### src/rtl/key_pkg.sv
// Shared state encoding and debounce-time constants for the key filter.
package key_pkg;

  typedef enum logic [1:0] {
    IDLE    = 2'd0,
    FILT_DN = 2'd1,
    DOWN    = 2'd2,
    FILT_UP = 2'd3
  } key_fsm_e;

  // 20 ms at 50 MHz for hardware; a short window keeps simulation fast.
  localparam logic [24:0] CNT_MAX_HW  = 25'd999_999;
  localparam logic [24:0] CNT_MAX_SIM = 25'd24;

  function automatic int cnt_width(input logic [24:0] cnt_max);
    return (cnt_max == 25'd0) ? 1 : $clog2({1'b0, cnt_max} + 26'd1);
  endfunction

endpackage

### src/rtl/key_filter_ch.sv
// Single-key debounce channel: two-flop synchronizer, four-state filter FSM
// and stability counter with registered level and event outputs.
module key_filter_ch
  import key_pkg::*;
#(
  parameter logic [24:0] CNT_MAX = CNT_MAX_HW
) (
  input  logic sys_clk,
  input  logic sys_rst_n,
  input  logic key_in,
  output logic key_state,
  output logic key_press_flag,
  output logic key_release_flag
);

  localparam int              CW      = cnt_width(CNT_MAX);
  localparam logic [CW-1:0]   CNT_END = CNT_MAX[CW-1:0];

  logic          sync_s1_reg;
  logic          sync_s2_reg;
  logic          key_sync;
  key_fsm_e      state_reg, state_next;
  logic [CW-1:0] cnt_reg, cnt_next;
  logic          key_state_reg, key_state_next;
  logic          press_reg, press_next;
  logic          release_reg, release_next;

  assign key_sync = sync_s2_reg;

  always_ff @(posedge sys_clk or negedge sys_rst_n) begin
    if (!sys_rst_n) begin
      // Synchronizer starts in the released (high) state.
      sync_s1_reg   <= 1'b1;
      sync_s2_reg   <= 1'b1;
      state_reg     <= IDLE;
      cnt_reg       <= '0;
      key_state_reg <= 1'b0;
      press_reg     <= 1'b0;
      release_reg   <= 1'b0;
    end else begin
      sync_s1_reg   <= key_in;
      sync_s2_reg   <= sync_s1_reg;
      state_reg     <= state_next;
      cnt_reg       <= cnt_next;
      key_state_reg <= key_state_next;
      press_reg     <= press_next;
      release_reg   <= release_next;
    end
  end

  always_comb begin
    state_next     = state_reg;
    cnt_next       = cnt_reg;
    key_state_next = key_state_reg;
    press_next     = 1'b0;
    release_next   = 1'b0;
    case (state_reg)
      IDLE: begin
        if (!key_sync) begin
          state_next = FILT_DN;
          cnt_next   = '0;
        end
      end
      FILT_DN: begin
        if (key_sync) begin
          state_next = IDLE;
          cnt_next   = '0;
        end else if (cnt_reg == CNT_END) begin
          state_next     = DOWN;
          cnt_next       = '0;
          press_next     = 1'b1;
          key_state_next = 1'b1;
        end else begin
          cnt_next = cnt_reg + CW'(1);
        end
      end
      DOWN: begin
        if (key_sync) begin
          state_next = FILT_UP;
          cnt_next   = '0;
        end
      end
      FILT_UP: begin
        // A low sample while filtering a release means the key is still held.
        if (!key_sync) begin
          state_next = DOWN;
          cnt_next   = '0;
        end else if (cnt_reg == CNT_END) begin
          state_next     = IDLE;
          cnt_next       = '0;
          release_next   = 1'b1;
          key_state_next = 1'b0;
        end else begin
          cnt_next = cnt_reg + CW'(1);
        end
      end
      default: begin
        state_next = IDLE;
        cnt_next   = '0;
      end
    endcase
  end

  assign key_state        = key_state_reg;
  assign key_press_flag   = press_reg;
  assign key_release_flag = release_reg;

endmodule

### src/rtl/key_filter.sv
// Debounces KEY_W active-low push-buttons into a clean level plus
// single-cycle press and release events, one independent channel per key.
module key_filter
  import key_pkg::*;
#(
  parameter int          KEY_W   = 3,
  parameter logic [24:0] CNT_MAX = CNT_MAX_HW
) (
  input  logic             sys_clk,
  input  logic             sys_rst_n,
  input  logic [KEY_W-1:0] key_in,
  output logic [KEY_W-1:0] key_state,
  output logic [KEY_W-1:0] key_press_flag,
  output logic [KEY_W-1:0] key_release_flag
);

  generate
    for (genvar gi = 0; gi < KEY_W; gi++) begin : g_ch
      key_filter_ch #(
        .CNT_MAX (CNT_MAX)
      ) u_ch (
        .sys_clk          (sys_clk),
        .sys_rst_n        (sys_rst_n),
        .key_in           (key_in[gi]),
        .key_state        (key_state[gi]),
        .key_press_flag   (key_press_flag[gi]),
        .key_release_flag (key_release_flag[gi])
      );
    end
  endgenerate

endmodule
### config.mk
export PLATFORM = sky130hd
export DESIGN_NAME = key_filter
export DESIGN_NICKNAME = d
export VERILOG_FILES = /design/src/rtl/key_pkg.sv /design/src/rtl/key_filter_ch.sv /design/src/rtl/key_filter.sv
export SDC_FILE = /design/constraint.sdc
export NUM_CORES = 1
export LEC_CHECK = 0
export ABC_AREA = 1
export CAP_MARGIN = 20
export CORE_MARGIN = 2
export CORE_UTILIZATION = 60
export DETAILED_ROUTE_END_ITERATION = 10
export GPL_TIMING_DRIVEN = 0
export HOLD_SLACK_MARGIN = 0.03
export PLACE_DENSITY = 0.78
export RECOVER_POWER = 50
export SYNTH_ARGS = -nofsm -noshare
export SYNTH_HDL_FRONTEND = slang
export SYNTH_SLANG_ARGS = --single-unit
### constraint.sdc
create_clock -name sys_clk -period 1.7 [get_ports sys_clk]
set_input_delay 0.34 -clock sys_clk [delete_from_list [all_inputs] [get_ports sys_clk]]
set_output_delay 0.34 -clock sys_clk [all_outputs]
set_load 0.02 [all_outputs]
# Word-level counts from Yosys, hierarchy flattened
# Index checks and enable logic that the tools add are counted.
[totals]
output_inout_bits = 9
regBits = 81
wordCells = 144
in_bits = 5
[classes]
eq_ne = 36
n_mux = 69
reduce_logical = 15
n_addsub = 3
[op_table]
columns = ["op", "count"]
rows = [
  ["20-bit two-way mux", 15],
  ["20-bit one-hot mux with 4 select lines", 3],
  ["20-bit by 1-bit adder with 20-bit output, second input constant", 3],
  ["20-bit == test, second input constant", 3],
  ["2-bit two-way mux", 18],
  ["1-bit two-way mux", 27],
  ["2-bit by 1-bit inequality test with 1-bit output, second input constant", 12],
  ["2-bit one-hot mux with 4 select lines", 3],
  ["5-bit AND reduction", 3],
  ["2-bit == test, second input constant", 6],
  ["2-bit inequality test, second input constant", 6],
  ["4-bit AND reduction", 3],
  ["3-bit by 1-bit inequality test with 1-bit output, second input constant", 3],
  ["3-bit inequality test, second input constant", 3],
  ["2-bit by 1-bit == test with 1-bit output, second input constant", 3],
  ["2-bit logical NOT", 3],
  ["1-bit one-hot mux with 2 select lines", 3],
  ["2-bit AND reduction", 3],
  ["2-bit nonzero test", 3],
]

# Longest topological paths before layout
[logic_depth]
word_depth = 4
depth_mapped = 11
mapped_depth_nobuf = 10

# By module
# Synthesis repeated with hierarchy kept, for this count alone.
[unflattened]
cells_unflattened = 652
area_unflattened_um2 = 4936.0
[by_module_without_submodules]
columns = ["module", "cells_per_inst", "instances", "seq_area_each_um2", "area_each_um2"]
rows = [
  ["key_filter_ch (g_ch[0].u_ch ...)", 210, 2, 678.2, 1634.1],
  ["key_filter_ch (g_ch[2].u_ch)", 232, 1, 678.2, 1667.8],
]

# Worst setup path before layout
# No wires, ideal clock.
[synth_timing]
path_kind = "flip-flop to flip-flop"
start = "register g_ch[0].u_ch.cnt_reg[0]"
end = "register g_ch[0].u_ch.cnt_reg[10]"
synth_period_minus_slack_ns = 1.482
path_stages_with_launch = 8
required_ns = 1.567
arrival_time_ns = 1.350
slack_ns = 0.218
setup_ns = 0.133
path_buffers = 1
cell_sequence = "dfrtp_1 ha_1 inv_2 nor3_4 nand3_2 nand2_4 buf_6 o22ai_1"
[synth_via]
elab_chain_len = 4
word_cells_on_any_way = 6
cone_classes = "1 x add/sub; 1 x eq/ne; 4 x mux"
[synth_lines]
columns = ["element", "line", "text"]
rows = [
  ["from (decl)", "key_filter_ch.sv:23", "logic [CW-1:0] cnt_reg, cnt_next;"],
  ["from (signal assigned)", "key_filter_ch.sv:44", "cnt_reg <= cnt_next;"],
  ["20-bit by 1-bit adder with 20-bit output / 20-bit == test (equally long branches)", "--", ""],
  ["20-bit two-way mux *", "key_filter_ch.sv:68, key_filter_ch.sv:88", ""],
  ["20-bit two-way mux, on equally long branches", "key_filter_ch.sv:85, key_filter_ch.sv:65", ""],
  ["20-bit one-hot mux with 4 select lines *", "key_filter_ch.sv:57", "case (state_reg)"],
]
# Every way passes the cells marked *; elsewhere a longest branch is shown, timed or not.
# A chain may end at the register's enable or synchronous reset.

# Final worst setup path
[layout_timing]
start = "register g_ch[2].u_ch.cnt_reg[0]"
end = "register g_ch[2].u_ch.cnt_reg[3]"
[layout_via]
elab_chain_len = 4
word_cells_on_any_way = 6
cone_classes = "1 x add/sub; 1 x eq/ne; 4 x mux"
[layout_lines]
columns = ["element", "line"]
rows = [
  ["from (decl)", "key_filter_ch.sv:23"],
  ["from (signal assigned)", "key_filter_ch.sv:44"],
  ["20-bit by 1-bit adder with 20-bit output / 20-bit == test (equally long branches)", "--"],
  ["20-bit two-way mux *", "key_filter_ch.sv:68, key_filter_ch.sv:88"],
  ["20-bit two-way mux, on equally long branches", "key_filter_ch.sv:85, key_filter_ch.sv:65"],
  ["20-bit one-hot mux with 4 select lines *", "key_filter_ch.sv:57"],
]
# Marks and branches as above.

==> flow_summary_export.csv <==
group,metric,value,unit
run_status,status,"finished, final reports clean",
yosys,synth-async-reset-ratio,1.00,
place,placed_area,4860,sq um
timing,drv_slew,0,
finish,antenna_cells,0,
global_route,grt_pass1_vias,3925,
critical_path,required,1940,ps
hold_path,hold_start,"g_ch[2].u_ch.sync_s1_reg$_DFF_PN1_",
yosys,ys_seq_area_frac,0.444,
global_route,grt_overflow,0,
route,wl_per_cell,12.5,microns
timing,setup_viol,0,
hold_path,hold_class,"flop to flop",
clock_tree,path_clk_slew,80,ps
clock_tree,cts_buffers,9,
floorplanning,die_x,91.4,microns
yosys,ys.warnings.count,0,
timing,worstMarginPinSlew,936,ps
power,total_power,4570,uW
clock_tree,htreeDepth,3,
finish,drive_above_1_share,0.126,
yosys,synth_top_family_by_area,"simple AND/OR/NAND/NOR gates",
finish,largest_reg_flops,60,
power,irDropWorstVdd,0.520,mV
route,drt_iter0_drc,249,
power,p_leak,0.00257,uW
critical_path,r2r_cells,8,
timing,timing.hold.ws,360,ps
finish,design_area,5250,sq um
clock_tree,cts_buffer_depth,2,
critical_path,r2r_start,"g_ch[2].u_ch.cnt_reg[0]$_DFFE_PN0P_",
place,place_congestion,0.930,
power,cell_internal_pwr,3330,uW
timing,hold_viol,0,
finish,final_nets,675,
critical_path,crit_chain,"ha_1 -> nand2_1 -> nor3_4 -> nand3_2 -> nand2_4 -> nand2_2 -> inv_2 -> nor2_1",
yosys,synth-simple-area-share,0.362,
critical_path,cp_slowest_stage_delay,380,ps
global_route,grt_pass1_wl,16800,microns
power,p_clk_frac,0.385,
yosys,synth_ff_type,"dfrtp_1",
yosys,synth_enable_flop_cells,0,
yosys,synth_compound_gate_area_share,0.0514,
timing,fmax,0.622,GHz
critical_path,cp_max_fo,6,
critical_path,startpoint_type,"flop",
yosys,syn-cell-area,4580,sq um
floorplanning,start_util,0.625,
floorplanning,die_h,91.4,microns
yosys,syn_inst,632,
clock_tree,clock_sinks,81,
global_route,antenna_found_initial,0,
route,via_per_inst,5.27,
critical_path,r2r_slack,90,ps
yosys,synthAdderAreaFrac,0.00819,
global_route,grt_use_total,0.249,
power,power_density,871,nW/um^2
clock_tree,root_buffer,"clkbuf_8",
power,power.share.sequential,0.456,
timing,finClkSkew,5.88,ps
route,routed_wl,9660,microns
timing,max_slew_margin,0.376,
power,swShare,0.271,
critical_path,crit_arrival,1850,ps
yosys,synth.net_count,640,
critical_path,path_class,"flop to flop",
floorplanning,dieArea,8350,sq um
route,vias,4064,
critical_path,reg2reg_to,"g_ch[2].u_ch.cnt_reg[3]$_DFFE_PN0P_",
run,cap_violations,0,
yosys,synthMuxAreaShare,0.00437,
route,ant_nets,0,
power,pwr-share-comb,0.160,
global_route,grt_start_max_net_pins,47,
timing,tns,0,ps
place,dp_hpwl,6690,microns
hold_path,holdPathEnd,"g_ch[2].u_ch.key_sync$_DFF_PN1_",
yosys,ys_seq_elements,81,
floorplanning,core-area,7330,sq um
clock_tree,clk_latency,350,ps
clock_tree,cts_tree,"done",
yosys,yosysUniqueCellTypes,32,
floorplanning,rows,31,
route,dr.pass1.iters,5,
critical_path,critPathSlowestCell,"dfrtp_1",
route,drt_drc_violations_left,0,
finish,syn2layout_area_growth,14.6,%
place,portBuffers,13,
floorplanning,ios,14,
power,power.switching,1240,uW
yosys,synth_xor_area_frac,0.0325,
timing,min_period_over_period,0.945,
hold_path,hold_path_depth,0,
yosys,avgSynthCellArea,7.25,sq um
timing,period_minus_slack,1610,ps
critical_path,end_kind,"flop",
## critical path, delay by kind of cell, from the launching register on
family,cells,cell delay (ps)
and+or+nand+nor,6,800
DFF,1,380
adders and majority gates,1,180
buffers and inverters,1,130
## cell families after synthesis
logic type	Yosys count
and+or+nand+nor	381
buffers and inverters	105
DFF	81
AOI/OAI and AO/OA	43
xor gates and xnor gates	17
adders and majority gates	3
muxes	2
## final cells by class
class	count	area, sq um
multi-input cells	446	2160
clock buffers	12	155
clock inverters	4	98.8
flip-flops and latches	81	2030
repair buffers	24	219
inverters	89	338
fillers	567	2080
plain buffers	16	119
well taps	99	124
## cells in the mapped netlist (3+ instances only)
cell / instances / area share
dfstp_2: 6 / 0.034
nor2_1: 95 / 0.078
o22ai_1: 10 / 0.014
buf_4: 9 / 0.015
buf_2: 4 / 0.0044
nand3_1: 56 / 0.061
nand2_2: 6 / 0.0082
o21ai_1: 7 / 0.0076
inv_2: 4 / 0.0033
nand4_1: 16 / 0.022
ha_1: 3 / 0.0082
nand2_1: 186 / 0.15
xor2_1: 15 / 0.029
nor2_2: 8 / 0.011
o21ai_0: 13 / 0.014
nor3_1: 3 / 0.0033
a21oi_1: 9 / 0.0098
nand3_2: 5 / 0.011
inv_1: 84 / 0.069
dfrtp_1: 75 / 0.41
## worst max path at each step
stage / startpoint / slack, ps / depth (start not counted) / to
CTS: g_ch[0].u_ch.cnt_reg[0]$_DFFE_PN0P_ / 0.8 / 7 / g_ch[0].u_ch.cnt_reg[10]$_DFFE_PN0P_
global placement: sys_rst_n / -2560 / 1 / g_ch[2].u_ch.cnt_reg[18]$_DFFE_PN0P_
detailed placement: g_ch[0].u_ch.cnt_reg[0]$_DFFE_PN0P_ / -80 / 7 / g_ch[0].u_ch.cnt_reg[10]$_DFFE_PN0P_
finish: g_ch[2].u_ch.cnt_reg[0]$_DFFE_PN0P_ / 90 / 8 / g_ch[2].u_ch.cnt_reg[3]$_DFFE_PN0P_
global route: g_ch[2].u_ch.cnt_reg[1]$_DFFE_PN0P_ / -30 / 6 / g_ch[2].u_ch.key_state$_DFFE_PN0P_
floorplan: g_ch[0].u_ch.cnt_reg[0]$_DFFE_PN0P_ / 220 / 7 / g_ch[0].u_ch.cnt_reg[10]$_DFFE_PN0P_
## through the flow
stage	std cells	util	setup slack (ps)
after detailed placement	745	0.663	-77.7
after global placement	744	0.659	-2560
after CTS	762	0.698	0.794
after floorplan	632	-	218
final	771	0.716	93.4
after global routing	771	0.716	-29.6
## power by group through the flow
| stage | combinational (uW) | sequential, uW | clock [uW] |
|---|---|---|---|
| after floorplan | 413 | 2110 | 0 |
| after global routing | 816 | 2090 | 1880 |
| after detailed placement | 600 | 2120 | 0 |
| after CTS | 604 | 2080 | 1800 |
| after global placement | 578 | 2110 | 0 |
| final | 731 | 2080 | 1760 |
## what timing repair did
item | in CTS | in global routing
setup endpoints to repair | 26 | 57
gates resized for setup | 10 | 19
setup buffers | 0 | 9
hold buffers | 1 | 0
pin swaps | 1 | 4
hold endpoints to repair | 33 | 0
gates cloned | 0 | 0
## cell usage in the layout, fill, tap and decap left out, types with 3 or more instances in the layout
master	count
a21oi_1	9
buf_4	20
bufinv_16	3
clkbuf_8	11
dfrtp_1	75
dfstp_2	6
dlygate4sd2_1	9
dlygate4sd3_1	4
inv_1	82
inv_2	5
nand2_1	184
nand2_2	6
nand2_4	3
nand3_1	54
nand3_2	6
nand4_1	16
nor2_1	93
nor2_2	8
nor2_4	3
nor3_1	3
o21ai_0	13
o21ai_1	7
o22ai_1	10
xor2_1	15
## metal layers
metal  routed length, microns  part of all wire  vias up  global-route usage
met3                      552             0.057       12              0.0598
li1                         -                 -     2042                   -
met1                     4240              0.44     1884               0.326
met2                     4750              0.49      126               0.409
met5                        0                 0        -                   0
met4                      116             0.012        0              0.0795
Note: power is estimated with default switching activity, not from simulation.
